--- config.mk ---
export PLATFORM = sky130hd
export DESIGN_NAME = gray_seq_ctrl
export DESIGN_NICKNAME = d
export VERILOG_FILES = /design/src/rtl/gray_seq_ctrl.sv
export SDC_FILE = /design/constraint.sdc
export NUM_CORES = 1
export LEC_CHECK = 0
export BUFFER_PORTS_ARGS = -buffer_cell sky130_fd_sc_hd__buf_4
export CAP_MARGIN = 10
export CORE_MARGIN = 3
export CORE_UTILIZATION = 50
export DETAILED_ROUTE_END_ITERATION = 10
export GPL_TIMING_DRIVEN = 0
export PLACE_DENSITY = 0.83
export SETUP_SLACK_MARGIN = 0.1
export SLEW_MARGIN = 30
export SYNTH_ARGS = -nofsm -noshare
export SYNTH_HDL_FRONTEND = slang
export SYNTH_SLANG_ARGS = --single-unit
export TNS_END_PERCENT = 30
--- constraint.sdc ---
create_clock -name clk -period 2.4 [get_ports clk]
set_input_delay 0 -clock clk [delete_from_list [all_inputs] [get_ports clk]]
set_output_delay 0 -clock clk [all_outputs]
set_load 0.005 [all_outputs]
--- src/rtl/gray_seq_ctrl.sv ---
// Sequencer for a gray_Nbits LED counter: paced clk_en generation, clear, run-length,
// pause/single-step, and a binary reference model that cross-checks the counter's gray_out.
//   state | meaning
//   IDLE  | waiting for start, no enables
//   CLR   | one cycle holding the counter in reset
//   RUN   | prescaler paces enables to the counter
//   PAUSE | enables halted, prescaler held
//   STEP  | one-cycle single enable issued from PAUSE
//   DONE  | run length reached, waiting for start
module gray_seq_ctrl #(
  parameter int N  = 4,
  parameter int PW = 8,
  parameter int CW = 8
) (
  input  logic          clk,
  input  logic          rst,
  input  logic          start,
  input  logic          stop,
  input  logic          step,
  input  logic [PW-1:0] period,
  input  logic [CW-1:0] cycles,
  input  logic [N-1:0]  gray_in,
  output logic          gray_clk_en,
  output logic          gray_rst,
  output logic          busy,
  output logic          done,
  output logic          step_ack,
  output logic          err,
  output logic [CW-1:0] cycle_cnt
);

  typedef enum logic [2:0] {IDLE, CLR, RUN, PAUSE, STEP, DONE} state_t;

  state_t        state;
  logic [PW-1:0] period_q;
  logic [PW-1:0] presc;
  logic [CW-1:0] cycles_q;
  logic [N-1:0]  en_cnt;

  logic          wrap;
  logic          finish;
  logic          presc_hit;
  logic          checked;
  logic [CW-1:0] cnt_inc;
  logic [N-1:0]  model_gray;

  assign cnt_inc    = cycle_cnt + 1'b1;
  assign wrap       = gray_clk_en && (en_cnt == '1);
  // The enable that wraps the model is the one that may close the run.
  assign finish     = wrap && (cycles_q != '0) && (cnt_inc == cycles_q);
  assign presc_hit  = (presc == period_q);
  assign model_gray = en_cnt ^ (en_cnt >> 1);
  assign checked    = (state == RUN) || (state == PAUSE) || (state == STEP) || (state == DONE);

  assign gray_rst = rst | (state == CLR);
  assign busy     = (state == CLR) || (state == RUN) || (state == PAUSE) || (state == STEP);
  assign done     = (state == DONE);

  always_ff @(posedge clk) begin
    if (rst) begin
      state       <= IDLE;
      gray_clk_en <= 1'b0;
      step_ack    <= 1'b0;
      err         <= 1'b0;
      cycle_cnt   <= '0;
      en_cnt      <= '0;
      presc       <= '0;
      period_q    <= '0;
      cycles_q    <= '0;
    end else begin
      gray_clk_en <= 1'b0;
      step_ack    <= 1'b0;

      if (gray_clk_en)
        en_cnt <= en_cnt + 1'b1;
      if (wrap && (cycle_cnt != '1))
        cycle_cnt <= cnt_inc;
      if (checked && (gray_in != model_gray))
        err <= 1'b1;

      case (state)
        IDLE, DONE: begin
          if (start) begin
            state     <= CLR;
            period_q  <= period;
            cycles_q  <= cycles;
            cycle_cnt <= '0;
            en_cnt    <= '0;
            presc     <= '0;
            err       <= 1'b0;
          end
        end
        CLR: state <= RUN;
        RUN: begin
          // Leaving RUN suppresses the next enable and freezes the prescaler.
          if (finish)
            state <= DONE;
          else if (stop)
            state <= PAUSE;
          else if (presc_hit) begin
            presc       <= '0;
            gray_clk_en <= 1'b1;
          end else
            presc <= presc + 1'b1;
        end
        PAUSE: begin
          if (!stop) begin
            if (step) begin
              state       <= STEP;
              gray_clk_en <= 1'b1;
              step_ack    <= 1'b1;
            end else if (start)
              state <= RUN;
          end
        end
        STEP: state <= finish ? DONE : PAUSE;
        default: state <= IDLE;
      endcase
    end
  end

endmodule

Word-level counts from Yosys, hierarchy flattened
Cells that the tools add are included. W data, S select, Z words.

Register bits after elaboration: 42. Logic and storage cells: 78. Output and inout bits: 14. Input bits: 25.

Reductions and logical operators: 19. $add $sub $neg: 3. Mux-type cells: 28. Bitwise operators: 3. Eq/ne operators: 16.

Operators with widths (count): $mux W8 (7); $mux W3 (7); $add A8 B1 Y8 const B (2); $eq A8 B8 Y1 (2); $pmux W8 S2 (1); $pmux W3 S5 (1); $mux W4 (3); $mux W1 (8); $ne A2 B2 Y1 const B (4); $ne A8 B8 Y1 const B (1); $reduce_and A4 Y1 (2); $reduce_bool A8 Y1 (1); $eq A3 B2 Y1 const B (2); $eq A3 B3 Y1 const B (2); $logic_or A1 B1 Y1 (6); $ne A3 B3 Y1 const B (2); $logic_and A1 B1 Y1 (5); $add A4 B1 Y4 const B (1); $eq A4 B4 Y1 const B (1); $ne A4 B4 Y1 (1); $reduce_or A2 Y1 (2); $xor A4 B3 Y4 (1); $eq A3 B1 Y1 const B (1); $logic_not A3 Y1 (1); 5 further kinds (5).

Logic depth before layout (Yosys ltp)
Gate-level depths: netlist of run 1.

Word-level depth: 8. Mapped depth: 9. Depth with buffers taken out: 8.

Least setup slack after synthesis of run 1
No wires, ideal clock.

Path kind: reg-to-reg. Start: register cycle_cnt[0]. End: register state[2]. Stages on the path, launching flop included: 10. Slack: 0.054 ns. Library setup time: 0.073 ns. Buffers on the path: 1. Clock period less this slack: 2.346 ns. Required time: 2.327 ns. Arrival: 2.273 ns. Cell sequence: dfxtp_1 ha_1 nand2_2 or3_1 a32oi_2 a41oi_2 and2_4 buf_6 or3_1 o22ai_2.

Word-level cells in the longest chain between the ends: 5. Elaborated cells on any way between the ends: 8. Those cells by class: add/sub: 1; eq/ne: 2; mux: 3; reduce/logical: 2.

RTL lines: start, declared (RTL line 29) `output logic [CW-1:0] cycle_cnt`; start signal, assigned (RTL line 77) `cycle_cnt <= cnt_inc;`; $add A8 B1 Y8 * (RTL line 47) `assign cnt_inc = cycle_cnt + 1'b1;`; $eq A8 B8 Y1 * (RTL line 50) `assign finish = wrap && (cycles_q != '0) && (cnt_inc == cycles_q);`; $logic_and A1 B1 Y1 * (RTL line 50); $mux W3, or another cell as far along (RTL line 116) `STEP: state <= finish ? DONE : PAUSE;`; $pmux W3 S5 / $reduce_and A4 Y1 (equally long branches); end signal, assigned (RTL line 116); end, declared (RTL line 34) `state_t state;`.

Every way passes the cells marked *; elsewhere a longest branch is shown, timed or not. A chain may end at the register's enable or synchronous reset.

Worst setup path in the final report of run 1
Start: register cycle_cnt[1]. End: register state[2].

Same word-level chain as after synthesis.

==> results of run 1 <==
## layer usage
metal	track usage	up-vias	wire length [µm]
met2	0.3466	51	2461
met3	0.04821	11	291
met1	0.2543	963	2298
met5	0	-	0
met4	0.06967	0	89
li1	-	1053	-
## cell families (layout without fill, tap and decap cells)
group / after synthesis / count (layout) / share of synthesized area
multiplexers: 20 / 20 / 0.08859
buffers and inverters: 22 / 88 / 0.04375
XOR/XNOR: 32 / 32 / 0.1240
AND/OR/NAND/NOR: 106 / 106 / 0.2226
flip-flops: 42 / 42 / 0.3721
adder cells (fa/ha/maj): 5 / 5 / 0.02769
AO/OA/AOI/OAI: 39 / 39 / 0.1213
## metrics by stage
step | cell area (µm²) | worst slack (ns) | total power [mW] | instances
3_5_place_dp | 2613 | -0.02607 | 1.041 | 353
4_1_cts | 2944 | 0.09530 | 1.757 | 379
2_1_floorplan | 2272 | 0.1309 | 0.9564 | 266
5_1_grt | 2974 | 0.02330 | 1.831 | 382
6_report | 2974 | 0.1311 | 1.754 | 382
3_3_place_gp | 2613 | -0.01847 | 1.036 | 353
## state kept, by name, indices dropped and copies added, names as in the netlist
register,flops
cycle_cnt,8
en_cnt,4
cycles_q,8
period_q,8
err,1
presc,8
state,3
gray_clk_en,1
step_ack,1
## power groups by stage
stage	logic (mW)	registers, mW	clock network [mW]
floorplan	0.196	0.760	0
global placement	0.270	0.765	0
detailed placement	0.274	0.766	0
CTS	0.300	0.749	0.708
global route	0.347	0.753	0.732
finish	0.312	0.748	0.694
## final cells by class
type	instances	area (µm²)	area share
Inverter	7	26.28	0.008835
Multi-Input combinational cell	202	1341	0.4510
Clock buffer	6	82.58	0.02777
Tap cell	50	62.56	0.02103
Buffer	15	72.57	0.02440
Timing Repair Buffer	58	480.5	0.1615
Clock inverter	2	60.06	0.02019
Sequential cell	42	848.3	0.2852
## timing repair
item	4_1_cts	5_1_grt
setup buffers	0	3
gates resized for setup	4	2
endpoints found under the setup margin	8	6
pin swaps	0	1
hold buffers	18	0
endpoints found under the hold margin	18	0
## path summary, 6_finish.rpt
kind / startpoint / cells after the start / to
min reg2reg: err / 2 / err
min: gray_in[3] / 5 / err
max: cycle_cnt[1] / 9 / state[2]
max reg2reg: cycle_cnt[1] / 9 / state[2]
## layout by cell type, fill, tap and decap left out, types with 6 or more instances in the layout
cell type,count
xnor2_1,19
nor3_1,6
clkbuf_1,7
dlygate4sd3_1,18
and3_1,8
nand3_1,14
nor2_1,42
mux2i_1,20
xor2_1,13
o21ai_0,17
clkbuf_8,6
nand4_1,6
dfxtp_1,40
buf_4,41
nand2_1,16
## worst max-delay path: stages, from the launching register on
cell and delay, ns:
dfxtp_4 0.38, ha_4 0.18, nand2_2 0.11, or3_1 0.37, a32oi_2 0.22, a41oi_2 0.19, and2_4 0.19, buf_6 0.13
or3_1 0.35, o22ai_2 0.08
==> results.py, run 1 <==
metrics = {
    "run_status": {
        "status": "finished clean",
    },
    "yosys": {
        "ys_seq_elements": 42,
        "synth.cell_area_um2": 2260,
        "synth_common_cells": "dfxtp_1, nor2_1, mux2i_1",
        "synth.distinct_cells": 47,
        "ys.flop_type": "dfxtp_1",
        "syn_area_per_cell_um2": 8.495,
        "yosys_warnings": 0,
        "synth_top_cell_by_area": "dfxtp_1",
        "synth_nets": 296,
        "seq_area_frac_synth": 0.3721,
        "yosys-top-cells-area": "dfxtp_1, mux2i_1, xnor2_1",
        "netlist_instances": 266,
        "yosysTopAreaCellShare": 0.3721,
        "synth_async_sr_flop_share": 0,
        "synth_edf_count": 0,
    },
    "final_layout": {
        "syn2layout_area_growth_pct": 31.62,
        "antennaDiodeCount": 0,
        "nFillCells": 321,
        "finalNetCount": 361,
        "drive_gt1_frac": 0.2108,
        "fin_util": 0.7127,
    },
    "grt": {
        "grt_usage": 0.2051,
        "overflow": 0,
        "grt_antenna_before_repair": 0,
        "first_global_vias": 1933,
        "grt_max_degree": 14,
        "grt_pass1_wl_um": 8569,
    },
    "die": {
        "num_rows": 23,
        "die_y_um": 73.23,
        "core_um2": 4173,
        "io_pins": 39,
        "die_w_um": 73.23,
        "start_util": 0.5415,
        "dieArea_um2": 5362,
    },
    "sta": {
        "hold_viol": 0,
        "finalCritPeriodShare": 0.9454,
        "slew_viol_final": 0,
        "fmax_ghz": 0.4407,
        "finalSetupViolCount": 0,
        "timing.hold.ws_ns": 0.05732,
        "finalSetupTns_ns": 0,
        "skew_ns": 0.006198,
        "tightest_slew_ns": 0.6485,
        "rsz0062_at_grt": "true",
        "layout_min_cycle_time_ns": 2.269,
        "slew_headroom": 0.5677,
    },
    "detailed_routing": {
        "vias": 2078,
        "ant_nets": 0,
        "first_iter_violations": 119,
        "route.detailed.drc": 0,
        "firstDrtPassIters": 4,
        "wl_per_cell_um": 13.46,
        "wirelength_um": 5140,
        "via_per_inst": 5.440,
    },
    "worst_setup_path": {
        "start_kind": "register",
        "arrival_ns": 2.51,
        "critPathRequiredTime_ns": 2.64,
        "critPathKind": "reg -> reg",
        "ff2ff_setup_slack_ns": 0.13,
        "end_kind": "register",
        "worstPathMaxFanout": 9,
    },
    "power_and_ir_drop": {
        "ir_drop_uv": 595.8,
        "intPower_mw": 1.328,
        "combPwrFrac": 0.178,
        "p_sw_mw": 0.4262,
        "power.density_nw_per_um2": 589.8,
        "p_leak_nw": 1.234,
        "seqPwrFrac": 0.427,
        "p_clk_frac": 0.396,
        "swShare": 0.2430,
    },
    "job": {
        "cap_violations": 0,
    },
    "clock_network": {
        "cts_sinks": 42,
        "cts_buffer_depth": 2,
        "clk_pin_slew_ns": 0.08,
        "cts_htree_levels": 2,
        "clkLatencyLatePin_ns": 0.30,
        "cts-root-buf": "clkbuf_8",
        "numCtsBuffers": 5,
        "cts_tree": "built",
    },
    "placement": {
        "gp_congestion": 0.8883,
        "post-dp-hpwl_um": 3505,
        "io_buffers": 37,
    },
    "min_path": {
        "holdCritPathClass": "in -> reg",
    },
}
Note: power is estimated with default switching activity, not from simulation.
==> run 2: changes to the inputs <==
--- a/config.mk
+++ b/config.mk
@@ -5,13 +5,14 @@
 export SDC_FILE = /design/constraint.sdc
 export NUM_CORES = 1
 export LEC_CHECK = 0
+export ABC_AREA = 1
 export BUFFER_PORTS_ARGS = -buffer_cell sky130_fd_sc_hd__buf_4
 export CAP_MARGIN = 10
 export CORE_MARGIN = 3
-export CORE_UTILIZATION = 50
+export CORE_UTILIZATION = 51
 export DETAILED_ROUTE_END_ITERATION = 10
 export GPL_TIMING_DRIVEN = 0
-export PLACE_DENSITY = 0.83
+export PLACE_DENSITY = 0.84
 export SETUP_SLACK_MARGIN = 0.1
 export SLEW_MARGIN = 30
 export SYNTH_ARGS = -nofsm -noshare
==> run 2 against run 1 <==
  * The run now ends with hold timing left
  * Setup slack better by 0.19 ns
  * Clock skew is 0.00060 ns lower
  * Hold slack worse by 0.065 ns
  * Synthesized area is 7.2% higher
  * Core utilization is 3.5 points lower
  * Flip-flop and latch count stayed put
  * Die area is 4.7% higher
  * Largest power group unchanged
  * Highest routed layer unchanged
==> results.py, run 2 <==
metrics = {
    "run_status": {
        "status": "finished with violations",
        "failed_checks": "hold timing",
    },
    "detailed_routing": {
        "first_iter_violations": 177,
        "wl_per_cell_um": 12.60,
        "vias": 2465,
        "ant_nets": 0,
        "via_per_inst": 5.256,
        "firstDrtPassIters": 5,
        "wirelength_um": 5908,
        "route.detailed.drc": 0,
    },
    "worst_setup_path": {
        "regToRegStartpoint": "cycle_cnt[1]",
        "r2r_end": "state[1]",
        "end_kind": "register",
        "critPathRequiredTime_ns": 2.57,
        "crit_path_max_incr_delay_ns": 0.39,
        "reg2reg_depth": 12,
        "path_cells": "ha_1, nand3_1, o21ai_1, nand2_1, nand2_1, nand3_1, nor2_1, nand3_4, nand2_1, nand2_1, nand2_1, a21oi_1",
        "start_kind": "register",
        "arrival_ns": 2.25,
        "critPathSlowestCell": "dfxtp_1",
        "cpMostUsedCell": "nand2_1",
        "ff2ff_setup_slack_ns": 0.32,
        "critPathKind": "reg -> reg",
        "worstPathMaxFanout": 6,
    },
    "yosys": {
        "netlist_instances": 356,
        "yosys_warnings": 0,
        "synth.cell_area_um2": 2422,
        "syn_area_per_cell_um2": 6.804,
        "yosys-top-cells-area": "dfxtp_1, nand2_1, nor2_1",
        "synth_most_common_cell": "nand2_1",
        "seq_area_frac_synth": 0.3471,
        "yosysTopAreaCellShare": 0.3471,
        "synth_top_cell_by_area": "dfxtp_1",
        "synth_edf_count": 0,
        "ys_seq_elements": 42,
        "synth.distinct_cells": 30,
        "synth_common_cells": "nand2_1, nor2_1, dfxtp_1",
        "synth_async_sr_flop_share": 0,
        "synth_nets": 386,
        "ys.flop_type": "dfxtp_1",
    },
    "min_path": {
        "holdPathEnd": "cycles_q[7]",
        "hold_start": "cycles[7]",
        "holdCritPathClass": "in -> reg",
        "hold_depth": 3,
    },
    "grt": {
        "first_global_vias": 2294,
        "grt_antenna_before_repair": 0,
        "grt_pass1_wl_um": 10120,
        "grt_usage": 0.2342,
        "grt_max_degree": 14,
        "overflow": 0,
    },
    "die": {
        "num_rows": 24,
        "start_util": 0.5414,
        "dieArea_um2": 5612,
        "core_um2": 4474,
        "die_w_um": 74.92,
        "io_pins": 39,
        "die_y_um": 74.92,
    },
    "final_layout": {
        "finalNetCount": 446,
        "antennaDiodeCount": 0,
        "fin_util": 0.6781,
        "mostFrequentLayoutCells": "nand2_1, nor2_1, dfxtp_1",
        "drive_gt1_frac": 0.1679,
        "stdcell_area_um2": 3034,
        "final_common_cell": "nand2_1",
        "layout.cells.non_filler": 469,
        "syn2layout_area_growth_pct": 25.26,
    },
    "sta": {
        "finalSetupTns_ns": 0,
        "fmax_ghz": 0.4817,
        "finalSetupViolCount": 0,
        "slew_headroom": 0.6531,
        "setup_ws_ns": 0.3241,
        "rsz0062_at_grt": "false",
        "layout_min_cycle_time_ns": 2.076,
        "timing.hold.ws_ns": -0.007503,
        "skew_ns": 0.005600,
        "tightest_slew_ns": 0.5203,
        "finalCritPeriodShare": 0.8650,
        "hold_viol": 1,
        "slew_viol_final": 0,
    },
    "clock_network": {
        "cts_setup_buffers": 0,
        "cts-root-buf": "clkbuf_8",
        "clkLatencyLatePin_ns": 0.30,
        "cts_tree": "built",
        "cts_htree_levels": 2,
        "cts_buffer_depth": 2,
        "cts_sinks": 42,
        "numCtsBuffers": 5,
        "clk_pin_slew_ns": 0.08,
    },
    "job": {
        "cap_violations": 0,
    },
    "placement": {
        "dp_slack_ns": 0.3983,
        "gp_congestion": 0.8831,
        "dp.cells": 446,
        "placed_area_um2": 2773,
        "io_buffers": 38,
        "post-dp-hpwl_um": 4279,
    },
    "power_and_ir_drop": {
        "power.density_nw_per_um2": 672.6,
        "ir_drop_uv": 387.6,
        "p_leak_nw": 1.290,
    },
}
run 2: how the worst max path moves through the flow:
stage                to  cells past startpoint  slack (ns)    startpoint
2_1_floorplan  state[1]                     14        0.66  cycle_cnt[0]
3_3_place_gp   state[1]                     12        0.43  cycle_cnt[0]
3_5_place_dp   state[1]                     12        0.40  cycle_cnt[0]
4_1_cts        state[1]                     12        0.29  cycle_cnt[0]
5_1_grt        state[1]                     12        0.11  cycle_cnt[1]
6_report       state[1]                     12        0.32  cycle_cnt[1]
run 2: layer usage:
layer | global-route usage | up-vias | share of wire | routed length [µm]
met2 | 0.3994 | 69 | 0.50 | 2962
met5 | 0 | - | 0 | 0
met1 | 0.2947 | 1129 | 0.43 | 2518
li1 | - | 1262 | - | -
met4 | 0.06522 | 0 | 0.011 | 65
met3 | 0.05607 | 5 | 0.061 | 360
run 2: critical path: cells and delay by family, from the launching register on:
kind	cells	cell delay, ns
adders and majority gates	1	0.25
AOI/OAI and AO/OA	2	0.24
and+or+nand+nor	9	1.07
DFF	1	0.39
run 2: cell families (layout without fill, tap and decap cells):
family / Yosys count / count (layout) / share of synthesized area
multiplexers: 1 / 1 / 0.004132
AO/OA/AOI/OAI: 57 / 57 / 0.1286
XOR/XNOR: 22 / 22 / 0.07954
buffers and inverters: 47 / 108 / 0.07490
adder cells (fa/ha/maj): 5 / 5 / 0.02583
AND/OR/NAND/NOR: 182 / 182 / 0.3399
flip-flops: 42 / 42 / 0.3471
run 2: stage by stage:
step	total power, mW	hold WS, ns
2_1_floorplan	1.296	0.06907
3_3_place_gp	1.447	0.2040
3_5_place_dp	1.463	0.2099
4_1_cts	2.043	0.003085
5_1_grt	2.173	0.02779
6_report	2.041	-0.007503
run 2: power breakdown:
| group | internal [mW] | leakage (nW) | switching, mW |
|---|---|---|---|
| logic | 0.240 | 0.896 | 0.397 |
| registers | 0.774 | 0.343 | 0.0634 |
| clock network | 0.310 | 0.0514 | 0.255 |
run 2: repair_timing:
action                                  in CTS  in global routing
hold endpoints to repair                    16                  0
endpoints found under the setup margin       0                  2
hold buffers                                15                  0
gates resized for setup                      0                  1
run 2: final cells by class:
cell class,count,area (µm²)
timing repair buffer,53,435.4
inverter,40,150.1
buffer,7,31.28
fill,402,1440
clock inverter,2,37.54
clock buffer,6,72.57
tap,52,65.06
multi-input combinational,267,1400
sequential,42,842.1
==> run 3: changes to the inputs <==
--- a/config.mk
+++ b/config.mk
@@ -8,8 +8,10 @@
 export ABC_AREA = 1
 export BUFFER_PORTS_ARGS = -buffer_cell sky130_fd_sc_hd__buf_4
 export CAP_MARGIN = 10
+export CELL_PAD_IN_SITES_DETAIL_PLACEMENT = 1
+export CELL_PAD_IN_SITES_GLOBAL_PLACEMENT = 2
 export CORE_MARGIN = 3
-export CORE_UTILIZATION = 51
+export CORE_UTILIZATION = 28
 export DETAILED_ROUTE_END_ITERATION = 10
 export GPL_TIMING_DRIVEN = 0
 export PLACE_DENSITY = 0.84
==> run 3 against run 2 <==
  * The flow now finishes without violations
  * Clock skew fell by 0.0025 ns
  * Global-route usage fell by 8.4 points
  * Setup slack improved by 0.015 ns
  * Non-clock buffer count rose by 1
  * Register-to-register slack improved by 0.02 ns
  * Total power rose by 0.88%
  * Flip-flop and latch count did not move
  * Wire length rose by 16%
  * Sequential power barely moved
==> results.py, run 3 (same netlist as run 2, synthesis figures left out) <==
metrics = {
    "die": {
        "start_util": 0.2919,
        "io_pins": 39,
        "core_um2": 8299,
        "die_y_um": 99.01,
        "num_rows": 33,
        "dieArea_um2": 9803,
        "die_w_um": 99.01,
    },
    "job": {
        "cap_violations": 0,
    },
    "min_path": {
        "holdCritPathClass": "in -> reg",
        "hold_start": "cycles[7]",
        "hold_depth": 3,
        "holdPathEnd": "cycles_q[7]",
    },
    "worst_setup_path": {
        "worstPathMaxFanout": 10,
        "critPathSlowestCell": "dfxtp_1",
        "r2r_end": "cycle_cnt[2]",
        "critPathKind": "reg -> reg",
        "path_cells": "inv_1, nand2_1, o21ai_1, inv_1, nor2_1, inv_2, nor2_4, inv_2, nand2_1, buf_2, a211oi_1",
        "arrival_ns": 2.23,
        "start_kind": "register",
        "reg2reg_depth": 11,
        "end_kind": "register",
        "regToRegStartpoint": "state[1]",
        "crit_path_max_incr_delay_ns": 0.36,
        "ff2ff_setup_slack_ns": 0.34,
        "critPathRequiredTime_ns": 2.57,
    },
    "detailed_routing": {
        "via_per_inst": 4.581,
        "wl_per_cell_um": 13.07,
        "first_iter_violations": 64,
        "route.detailed.drc": 0,
        "ant_nets": 0,
        "wirelength_um": 6836,
        "vias": 2396,
        "firstDrtPassIters": 4,
    },
    "clock_network": {
        "cts_setup_buffers": 0,
        "cts_htree_levels": 2,
        "cts_sinks": 42,
        "clkLatencyLatePin_ns": 0.29,
        "numCtsBuffers": 5,
        "cts_buffer_depth": 2,
        "cts-root-buf": "clkbuf_8",
        "cts_tree": "built",
        "clk_pin_slew_ns": 0.08,
    },
    "final_layout": {
        "nFillCells": 1051,
        "final-seq-area_um2": 840.8,
        "finalNetCount": 447,
        "drive_gt1_frac": 0.1675,
        "multi_input_area_um2": 1403,
        "syn2layout_area_growth_pct": 28.46,
        "antennaDiodeCount": 0,
        "fin_util": 0.3749,
        "final_common_cell": "nand2_1",
        "stdcell_area_um2": 3112,
        "mostFrequentLayoutCells": "nand2_1, nor2_1, dfxtp_1",
    },
    "sta": {
        "tightest_slew_ns": 0.5298,
        "slew_headroom": 0.6468,
        "finalSetupViolCount": 0,
        "layout_min_cycle_time_ns": 2.061,
        "finalCritPeriodShare": 0.8586,
        "finalSetupTns_ns": 0,
        "rsz0062_at_grt": "true",
        "hold_viol": 0,
        "fmax_ghz": 0.4853,
        "skew_ns": 0.003141,
        "timing.hold.ws_ns": 0.02066,
        "slew_viol_final": 0,
    },
    "grt": {
        "overflow": 0,
        "grt_use_met1": 0.1910,
        "grt_usage": 0.1506,
        "use_met3": 0.02406,
        "busiest_layer": "met2",
        "first_global_vias": 2564,
        "use_met2": 0.2676,
        "grt_max_degree": 14,
        "grt_pass1_wl_um": 12100,
        "grt_antenna_before_repair": 0,
    },
    "placement": {
        "gp_congestion": 0.7907,
        "post-dp-hpwl_um": 5221,
        "placed_area_um2": 2839,
        "io_buffers": 38,
    },
    "power_and_ir_drop": {
        "ir_drop_uv": 243.7,
        "p_total_mw": 2.059,
        "power.density_nw_per_um2": 661.6,
        "p_leak_nw": 1.291,
    },
    "run_status": {
        "status": "finished clean",
    },
}
run 3: cell types whose count changed in the layout (fill, tap and decap cells not counted), sizes merged:
cell / previous run / this run
dlygate4sd3: 15 / 16
run 3: final cells by class:
| class | count | area share |
|---|---|---|
| clock buffers | 6 | 0.02332 |
| repair buffers | 54 | 0.1431 |
| plain buffers | 7 | 0.01005 |
| flip-flops and latches | 42 | 0.2702 |
| well taps | 105 | 0.04222 |
| inverters | 40 | 0.04825 |
| clock inverters | 2 | 0.01206 |
| multi-input cells | 267 | 0.4507 |
run 3: critical path: cells and delay by family (launching register included):
| kind | cells | cell delay (ns) |
|---|---|---|
| and+or+nand+nor | 4 | 0.61 |
| AOI/OAI and AO/OA | 2 | 0.27 |
| DFF | 1 | 0.36 |
| buffers and inverters | 5 | 0.69 |
run 3: worst max-delay path by stage:
stage / from / endpoint / slack (ns) / depth (start not counted)
detailed placement: cycle_cnt[0] / state[0] / 0.32 / 12
global route: state[1] / cycle_cnt[2] / 0.08 / 11
global placement: state[1] / cycle_cnt[2] / 0.34 / 11
finish: state[1] / cycle_cnt[2] / 0.34 / 11
CTS: state[1] / cycle_cnt[2] / 0.30 / 11
floorplan: cycle_cnt[0] / state[1] / 0.66 / 14
run 3: report_power, final:
part           leakage [nW]  internal [mW]  switching, mW
clock                0.0514          0.311          0.256
sequential            0.343          0.774         0.0657
combinational         0.897          0.241          0.410
total                  1.29           1.33          0.732
run 3: repair_timing:
action,4_1_cts,5_1_grt
endpoints found under the hold margin,17,0
hold buffers,16,0
resized for setup,0,1
endpoints found under the setup margin,0,4
run 3: per-layer routing:
| layer | share of wire | vias up |
|---|---|---|
| li1 | - | 1260 |
| met1 | 0.47 | 1107 |
| met2 | 0.50 | 22 |
| met3 | 0.022 | 7 |
| met4 | 0.0099 | 0 |
| met5 | 0 | - |
run 3: metrics by stage:
step                setup WS (ns)  cells
detailed placement         0.3190    499
global placement           0.3397    499
finish                     0.3394    523
global route              0.07715    523
CTS                        0.2959    523
floorplan                  0.6622    356
